<file path="src/rtl/player_cmd_arbiter.sv">
// Per-player command FIFOs with round-robin arbitration onto one valid/ready command port.
// Optional periodic gravity scheduler is enabled by defining GRAVITY_EN.

module player_cmd_fifo #(
  parameter int DEPTH = 4
) (
  input  logic       clk_i,
  input  logic       rst_i,
  input  logic       push_i,
  input  logic       pop_i,
  input  logic       flush_i,
  input  logic [3:0] data_i,
  output logic [3:0] data_o,
  output logic       empty_o,
  output logic       full_o
);
  localparam int AW = $clog2(DEPTH);

  logic [DEPTH-1:0][3:0] mem_q;
  logic [AW-1:0]         wr_q, rd_q;
  logic [AW:0]           cnt_q;

  always_ff @(posedge clk_i or posedge rst_i) begin
    if (rst_i) begin
      mem_q <= '0;
      wr_q  <= '0;
      rd_q  <= '0;
      cnt_q <= '0;
    end else if (flush_i) begin
      wr_q  <= '0;
      rd_q  <= '0;
      cnt_q <= '0;
    end else begin
      if (push_i) begin
        mem_q[wr_q] <= data_i;
        wr_q        <= wr_q + 1'b1;
      end
      if (pop_i) rd_q <= rd_q + 1'b1;
      cnt_q <= cnt_q + (AW+1)'(push_i) - (AW+1)'(pop_i);
    end
  end

  assign data_o  = mem_q[rd_q];
  assign empty_o = (cnt_q == '0);
  assign full_o  = (cnt_q == (AW+1)'(DEPTH));
endmodule

module player_cmd_arbiter #(
  parameter int DEPTH          = 4,
  parameter int GRAVITY_PERIOD = 50000000
) (
  input  logic       clock_i,
  input  logic       reset_i,
  input  logic [3:0] control0_i,
  input  logic [3:0] control1_i,
  input  logic [3:0] control2_i,
  input  logic [3:0] control3_i,
  input  logic [3:0] player_active_i,
  input  logic       cmd_ready_i,
  output logic       cmd_valid_o,
  output logic [1:0] cmd_player_o,
  output logic [3:0] cmd_code_o,
  output logic       cmd_gravity_o,
  output logic [3:0] overflow_o
);
  typedef enum logic {S_IDLE, S_OFFER} state_t;

  function automatic logic is_legal(input logic [3:0] c);
    case (c)
      4'b0001, 4'b1000, 4'b0100, 4'b0010, 4'b0011, 4'b1100: is_legal = 1'b1;
      default:                                             is_legal = 1'b0;
    endcase
  endfunction

  logic [3:0][3:0] ctrl, head;
  logic [3:0]      legal, push, pop, drop, empty, full, flush, cand, gpend;
  logic [3:0]      act_q, ovf_q, ovf_d;
  state_t          state_q, state_d;
  logic [1:0]      player_q, player_d, last_q, last_d, win, idx;
  logic [3:0]      code_q, code_d;
  logic            grav_q, grav_d, found;

  assign ctrl  = {control3_i, control2_i, control1_i, control0_i};
  // Falling edge of player_active empties that player's queue on the next edge.
  assign flush = act_q & ~player_active_i;

  for (genvar g = 0; g < 4; g++) begin : g_lane
    assign legal[g] = is_legal(ctrl[g]) & player_active_i[g];
    // A pop on the same edge frees the slot, so a full FIFO still accepts.
    assign push[g]  = legal[g] & (~full[g] | pop[g]);
    assign drop[g]  = legal[g] & full[g] & ~pop[g];

    player_cmd_fifo #(.DEPTH(DEPTH)) u_fifo (
      .clk_i   (clock_i),
      .rst_i   (reset_i),
      .push_i  (push[g]),
      .pop_i   (pop[g]),
      .flush_i (flush[g]),
      .data_i  (ctrl[g]),
      .data_o  (head[g]),
      .empty_o (empty[g]),
      .full_o  (full[g])
    );
  end

  assign ovf_d = ovf_q | drop;

`ifdef GRAVITY_EN
  localparam int GCW = (GRAVITY_PERIOD > 1) ? $clog2(GRAVITY_PERIOD) : 1;
  logic [GCW-1:0] gcnt_q, gcnt_d;
  logic [3:0]     gpend_q, gpend_d, gclr;
  logic           tick;

  assign tick    = (gcnt_q == GCW'(GRAVITY_PERIOD - 1));
  assign gcnt_d  = tick ? '0 : gcnt_q + 1'b1;
  // A new tick re-arms a bit even on the edge its previous request is served.
  assign gpend_d = (gpend_q & ~gclr & ~flush) | ({4{tick}} & player_active_i);
  assign gpend   = gpend_q;

  always_ff @(posedge clock_i or posedge reset_i) begin
    if (reset_i) begin
      gcnt_q  <= '0;
      gpend_q <= '0;
    end else begin
      gcnt_q  <= gcnt_d;
      gpend_q <= gpend_d;
    end
  end
`else
  assign gpend = '0;
`endif

  assign cand = player_active_i & (~empty | gpend);

  // Round-robin: first candidate after last_q, wrapping 0..3.
  always_comb begin
    found = 1'b0;
    win   = '0;
    idx   = '0;
    for (int k = 1; k <= 4; k++) begin
      idx = last_q + 2'(k);
      if (!found && cand[idx]) begin
        found = 1'b1;
        win   = idx;
      end
    end
  end

  always_ff @(posedge clock_i or posedge reset_i) begin
    if (reset_i) begin
      state_q  <= S_IDLE;
      player_q <= '0;
      code_q   <= '0;
      grav_q   <= 1'b0;
      last_q   <= 2'd3;
      act_q    <= '0;
      ovf_q    <= '0;
    end else begin
      state_q  <= state_d;
      player_q <= player_d;
      code_q   <= code_d;
      grav_q   <= grav_d;
      last_q   <= last_d;
      act_q    <= player_active_i;
      ovf_q    <= ovf_d;
    end
  end

  always_comb begin
    state_d  = state_q;
    player_d = player_q;
    code_d   = code_q;
    grav_d   = grav_q;
    last_d   = last_q;
    pop      = '0;
`ifdef GRAVITY_EN
    gclr     = '0;
`endif
    if (state_q == S_IDLE || cmd_ready_i) begin
      if (found) begin
        state_d  = S_OFFER;
        player_d = win;
        last_d   = win;
        if (gpend[win]) begin
          code_d = 4'b0010;
          grav_d = 1'b1;
`ifdef GRAVITY_EN
          gclr[win] = 1'b1;
`endif
        end else begin
          code_d   = head[win];
          grav_d   = 1'b0;
          pop[win] = 1'b1;
        end
      end else begin
        state_d = S_IDLE;
      end
    end
  end

  always_comb begin
    cmd_valid_o   = (state_q == S_OFFER);
    cmd_player_o  = player_q;
    cmd_code_o    = code_q;
    cmd_gravity_o = grav_q;
    overflow_o    = ovf_q;
  end
endmodule

</file>
<file path="config.mk">
export PLATFORM = sky130hd
export DESIGN_NAME = player_cmd_arbiter
export DESIGN_NICKNAME = d
export VERILOG_FILES = /design/src/rtl/player_cmd_arbiter.sv
export SDC_FILE = /design/constraint.sdc
export NUM_CORES = 1
export LEC_CHECK = 0
export ABC_AREA = 1
export BUFFER_PORTS_ARGS = -buffer_cell sky130_fd_sc_hd__buf_2
export CAP_MARGIN = 20
export CORE_MARGIN = 2
export CORE_UTILIZATION = 55
export DETAILED_ROUTE_END_ITERATION = 10
export PLACE_DENSITY = 0.84
export SYNTH_ARGS = -nofsm -noshare
export SYNTH_HDL_FRONTEND = slang
export SYNTH_SLANG_ARGS = --single-unit
</file>
<file path="constraint.sdc">
create_clock -name clock_i -period 7.4 [get_ports clock_i]
set_input_delay 1.11 -clock clock_i [delete_from_list [all_inputs] [get_ports clock_i]]
set_output_delay 1.11 -clock clock_i [all_outputs]
set_load 0.05 [all_outputs]
</file>
Word level (Yosys, flattened, before mapping). Index checks and enable logic that the tools add are counted.

Input bits: 23. Word-level logic and storage cells: 243. Bits in registers: 110.

Add/sub/neg operators: 19. Bitwise logic cells: 38. Equality and inequality tests: 28. Order comparisons: 18. Muxes and demuxes: 72. Reduce and logical (&&, ||, !) cells: 33.

Operators by type and width (number): bitwise mux 16 bit (4); 2-to-1 mux 4 bit (13); binary-select mux 4 bit (select 2 bit) (5); 2-to-1 mux 2 bit (20); < comparator 2 x 3 -> 1 bit (second input constant) (13); demux 4 bit (select 2 bit) (4); == test 4 x 2 -> 1 bit (second input constant) (8); == test 4 bit (second input constant) (8); OR reduction 6 bit (4); adder 2 x 1 -> 2 bit (second input constant) (9); AND 1 bit (16); == test 4 x 1 -> 1 bit (second input constant) (4); == test 4 x 3 -> 1 bit (second input constant) (4); 2-to-1 mux 1 bit (16); nonzero test 2 bit (8); NOT 1 bit (13); adder 3 x 1 -> 3 bit (4); == test 3 bit (second input constant) (4); logical NOT 3 bit (4); 2-to-1 mux 3 bit (4); subtractor 3 x 1 -> 3 bit (4); binary-select mux 1 bit (select 2 bit) (5); >= comparator 2 x 1 -> 1 bit (second input constant) (5); AND reduction 2 bit (5); other kinds (9) (24).

Logic depth before layout (Yosys ltp).
Word-level depth: 27. Depth in mapped cells: 21. Gate-level depth less buffers: 20.

By module. A second synthesis with hierarchy kept.

Cells, all modules: 723. Area total of the unflattened synthesis: 5915.7 µm².

By module, submodules not included: player_cmd_fifo (times used 4, area each 1173.6 µm², cells an instance 134); player_cmd_arbiter (times used 1, area each 1221.2 µm², cells an instance 187).

Worst setup path before layout. OpenSTA, ideal clock, no wires.

Kind: input -> register. Start point: input player_active_i[2]. End point: register g_lane[1].u_fifo.cnt_q[2]. Data required time: 7.282 ns. Stages: 19. Library setup time: 0.118 ns. Data arrival time: 3.286 ns. Path slack: 3.995 ns. Cells stage by stage: nand3_1 > nand2_1 > nand2_1 > nand2_1 > nand3_1 > nor2_1 > nor2_1 > nand2_2 > nand3_2 > nand2_2 > buf_6 > nand2_2 > ha_1 > inv_1 > ha_1 > inv_1 > fa_1 > xor2_1 > nor2_1.

Longest elaborated chain between the ends: 25.

RTL lines: start, declared (line 58) `input logic [3:0] player_active_i,`; AND 4 bit * (line 133) `assign cand = player_active_i & (~empty | gpend);`; binary-select mux 1 bit (select 2 bit) (line 142) `if (!found && cand[idx]) begin`; 2-to-1 mux 1 bit (not written as such) (line 142); 2-to-1 mux 1 bit (line 142); logical NOT 1 bit (line 142); logical AND 1 bit (line 142); 2-to-1 mux 1 bit (line 142); logical NOT 1 bit (line 142); [9 not listed]; 2-to-1 mux 4 bit (line 184) `if (gpend[win]) begin`; 2-to-1 mux 4 bit * (line 180) `if (found) begin`; 2-to-1 mux 4 bit * (line 179) `if (state_q == S_IDLE || cmd_ready_i) begin`; OR 1 bit (line 90) `assign push[g] = legal[g] & (~full[g] | pop[g]);`; AND 1 bit (line 90); adder 3 x 1 -> 3 bit (line 39) `cnt_q <= cnt_q + (AW+1)'(push_i) - (AW+1)'(pop_i);`; subtractor 3 x 1 -> 3 bit * (line 39); 2-to-1 mux 3 bit * (line 29) `end else if (flush_i) begin`; end signal, assigned (line 39); end, declared (line 21) `logic [AW:0] cnt_q;`.

Every way passes the cells marked *; elsewhere a longest branch is shown, timed or not. The select of a mux whose other input is x is not followed. A chain may end at the register's enable or synchronous reset.

Worst setup path in the final report.
Start point: input player_active_i[1]. End point: register g_lane[2].u_fifo.cnt_q[2].

Longest elaborated chain between the ends: 25.

RTL lines (line): AND 4 bit * (133); binary-select mux 1 bit (select 2 bit) (142); 2-to-1 mux 1 bit (not written as such) (142); 2-to-1 mux 1 bit (142); logical NOT 1 bit (142); logical AND 1 bit (142); 2-to-1 mux 1 bit (142); logical NOT 1 bit (142); [9 not listed]; 2-to-1 mux 4 bit (184); 2-to-1 mux 4 bit * (180); 2-to-1 mux 4 bit * (179); OR 1 bit (90); AND 1 bit (90); adder 3 x 1 -> 3 bit (39); subtractor 3 x 1 -> 3 bit * (39); 2-to-1 mux 3 bit * (29); end signal, assigned (39); end, declared (21).

Marked as above.

==> impl_metrics.sql <==
INSERT INTO impl_metrics (metric_group, metric, value, unit) VALUES
('hold_path', 'worst_hold_path.endpoint', 'g_lane[3].u_fifo.mem_q[4]', ''),
('flow_run', 'timing.max_cap.violations', '0', ''),
('hold_path', 'min_path_cells', '2', ''),
('place', 'dpl-instance-area', '6300', 'sq um'),
('cts', 'clock_tree_buffer_depth', '2', ''),
('pwr', 'cell_internal_pwr', '0.00154', 'W'),
('die', 'design.die.area', '11900', 'sq um'),
('sta', 'period_share', '49.7', '%'),
('cells_and_area', 'sequential_cell_area', '2730', 'sq um'),
('logic_synthesis', 'syn-num-nets', '778', ''),
('logic_synthesis', 'synth_cell_types', '36', ''),
('die', 'num_rows', '38', ''),
('cells_and_area', 'nFillCells', '926', ''),
('cts', 'hold_buffers', '0', ''),
('global_route', 'grt_max_degree', '85', ''),
('setup_path', 'reg2reg_slack', '3.76', 'ns'),
('drt', 'wl_per_cell', '15.0', 'um'),
('logic_synthesis', 'synth.mux.area_fraction', '0', '%'),
('cts', 'cts-buffers-inserted', '9', ''),
('place', 'gp_congestion', '0.928', ''),
('setup_path', 'critical_path_arrival', '3.99', 'ns'),
('logic_synthesis', 'synthCells', '727', ''),
('logic_synthesis', 'synth_area_per_cell', '8.34', 'sq um'),
('global_route', 'groute.layer.met1.usage', '31.8', '%'),
('cells_and_area', 'synthToLayoutAreaGrowth', '7.47', '%'),
('sta', 'skew', '0.0112', 'ns'),
('setup_path', 'worstPathRequired', '7.72', 'ns'),
('setup_path', 'rr_startpoint', 'last_q[0]', ''),
('global_route', 'grt_overflow_total', '0', ''),
('die', 'dieWidth', '109', 'um'),
('cells_and_area', 'nNetsFinal', '802', ''),
('cts', 'cts_repair_resize_count', '0', ''),
('pwr', 'p_leak', '3.31', 'nW'),
('setup_path', 'cp-start-kind', 'input pin', ''),
('drt', 'via_per_inst', '5.72', ''),
('cts', 'worstSkewPairLatency', '0.38', 'ns'),
('setup_path', 'setup.worst_path.end_class', 'flip-flop', ''),
('logic_synthesis', 'synth.largest_area_cell', 'sky130_fd_sc_hd__dfrtp_1', ''),
('die', 'die_height', '109', 'um'),
('logic_synthesis', 'combinational_family_with_the_most_area_after_synthesis', 'simple AND/OR/NAND/NOR gates', ''),
('drt', 'drc_violation_count_after_routing', '0', ''),
('logic_synthesis', 'ys_async_sr_fraction', '100', '%'),
('place', 'place_hpwl', '9900', 'um'),
('die', 'ios', '35', ''),
('pwr', 'switching_share', '48.2', '%'),
('sta', 'min_period', '3.68', 'ns'),
('logic_synthesis', 'synth_warnings', '0', ''),
('drt', 'detailroute.via_count', '5123', ''),
('global_route', 'met2_usage', '39.8', '%'),
('cts', 'cts.repair_timing.setup_buffer_count', '0', ''),
('pwr', 'clockPowerShare', '12.0', '%'),
('setup_path', 'setup.worst_path.class', 'input pin to flip-flop', ''),
('setup_path', 'crit_top_cell', 'sky130_fd_sc_hd__nand2_1', ''),
('logic_synthesis', 'post_synth_xor_area_fraction', '1.42', '%'),
('sta', 'finalHoldViolCount', '0', ''),
('global_route', 'track_usage', '24.3', '%'),
('hold_path', 'min_from', 'g_lane[3].u_fifo.mem_q[4]', ''),
('global_route', 'grt_antenna_before_repair', '0', ''),
('drt', 'drt_pass1_iterations', '5', ''),
('global_route', 'number_of_global_route_vias_before_repair', '4875', ''),
('place', 'count_of_buffers_inserted_at_the_top_level_ports', '33', ''),
('hold_path', 'min-delay-path-class', 'flip-flop to flip-flop', ''),
('pwr', 'switching_power', '0.00143', 'W'),
('logic_synthesis', 'yosys.cell_count.top_type', 'sky130_fd_sc_hd__nand2_1', ''),
('run_status', 'result_of_the_run', 'finished clean', ''),
('sta', 'grt_setup_unrepaired', 'no', ''),
('logic_synthesis', 'synth-simple-area-share', '34.0', '%'),
('die', 'initial_core_util', '56.2', '%'),
('setup_path', 'crit_path_top_delay_cell', 'sky130_fd_sc_hd__fa_1', ''),
('logic_synthesis', 'syn-cell-area', '6070', 'sq um'),
('cells_and_area', 'final_cell_area', '6520', 'sq um');
## stage by stage
stage / hold slack (ns) / util [%] / total power [W] / setup WS (ns) / cells
3_3_place_gp: 0.452 / 58.4 / 0.00251 / 3.55 / 879
4_1_cts: 0.476 / 60.1 / 0.00297 / 3.76 / 895
3_5_place_dp: 0.454 / 58.4 / 0.00260 / 3.34 / 879
6_report: 0.473 / 60.4 / 0.00297 / 3.72 / 896
5_1_grt: 0.504 / 60.4 / 0.00324 / 3.40 / 896
2_1_floorplan: 0.437 / - / 0.00228 / 3.42 / 727
## cell usage in the layout, fill, tap and decap left out, types with 5 or more instances in the layout
cell type,instances
sky130_fd_sc_hd__a21oi_1,14
sky130_fd_sc_hd__buf_2,33
sky130_fd_sc_hd__buf_4,5
sky130_fd_sc_hd__nand4_1,67
sky130_fd_sc_hd__clkbuf_8,10
sky130_fd_sc_hd__nand3_2,9
sky130_fd_sc_hd__o22ai_1,8
sky130_fd_sc_hd__ha_1,24
sky130_fd_sc_hd__clkbuf_1,5
sky130_fd_sc_hd__o21ai_0,29
sky130_fd_sc_hd__nand2_1,234
sky130_fd_sc_hd__nand2_2,7
sky130_fd_sc_hd__nor3_1,5
sky130_fd_sc_hd__dfrtp_1,107
sky130_fd_sc_hd__inv_1,48
sky130_fd_sc_hd__nand3_1,37
sky130_fd_sc_hd__nor2_1,48
sky130_fd_sc_hd__a32o_1,8
sky130_fd_sc_hd__nand3_4,7
## worst max-delay path by stage
stage                                 to  depth (start not counted)  slack (ns)                from
3_5_place_dp   g_lane[2].u_fifo.cnt_q[2]                         18        3.34  player_active_i[3]
2_1_floorplan                   act_q[0]                          1        3.42             reset_i
3_3_place_gp   g_lane[2].u_fifo.cnt_q[2]                         18        3.55  player_active_i[2]
4_1_cts        g_lane[2].u_fifo.cnt_q[2]                         18        3.76  player_active_i[3]
6_report       g_lane[2].u_fifo.cnt_q[2]                         18        3.72  player_active_i[1]
5_1_grt        g_lane[2].u_fifo.cnt_q[2]                         18        3.40           last_q[0]
## cell type report
type	count	share of cell area [%]
Sequential cell	109	41.9
Clock buffer	15	2.40
Multi-Input combinational cell	536	45.8
Clock inverter	1	0.461
Timing Repair Buffer	39	3.53
Tap cell	140	2.69
Inverter	56	3.26
## routing by layer
layer | wire length, um | up-vias | part of all wire (%)
met4 | 299 | 0 | 2.2
met3 | 733 | 30 | 5.5
met1 | 5800 | 2433 | 43
met5 | 0 | - | 0
met2 | 6610 | 166 | 49
li1 | - | 2494 | -
## worst max-delay path, delay by kind of cell
kind          cells  cell delay, ns
xor+xnor          1            0.17
buf+inv           3            0.23
fa+ha+maj         3            0.82
simple gates     11            1.68
## power groups by stage
stage,sequential [W],combinational [W],clock (W)
final,0.00107,0.00154,0.000356
after global routing,0.00110,0.00175,0.000388
after CTS,0.00106,0.00154,0.000366
after detailed placement,0.00107,0.00153,0
after global placement,0.00106,0.00145,0
after floorplan,0.00107,0.00120,0
## registers in the layout, summed over array words and instances (netlist names)
name and flops:
g_lane.u_fifo.cnt_q 12, g_lane.u_fifo.mem_q 64, act_q 4, g_lane.u_fifo.rd_q 8
g_lane.u_fifo.wr_q 8, last_q 2, cmd_player_o 2, cmd_code_o 4
cmd_valid_o 1, overflow_o 4
## cell families (layout without fill, tap and decap cells)
family                     after synthesis  count (layout)
AOI/OAI and AO/OA                       70              70
DFF                                    109             109
other                                    1               1
buffers and inverters                   82             111
and+or+nand+nor                        428             428
xor gates and xnor gates                 9               9
adders and majority gates               28              28
Power figures use the tool's default switching activity.
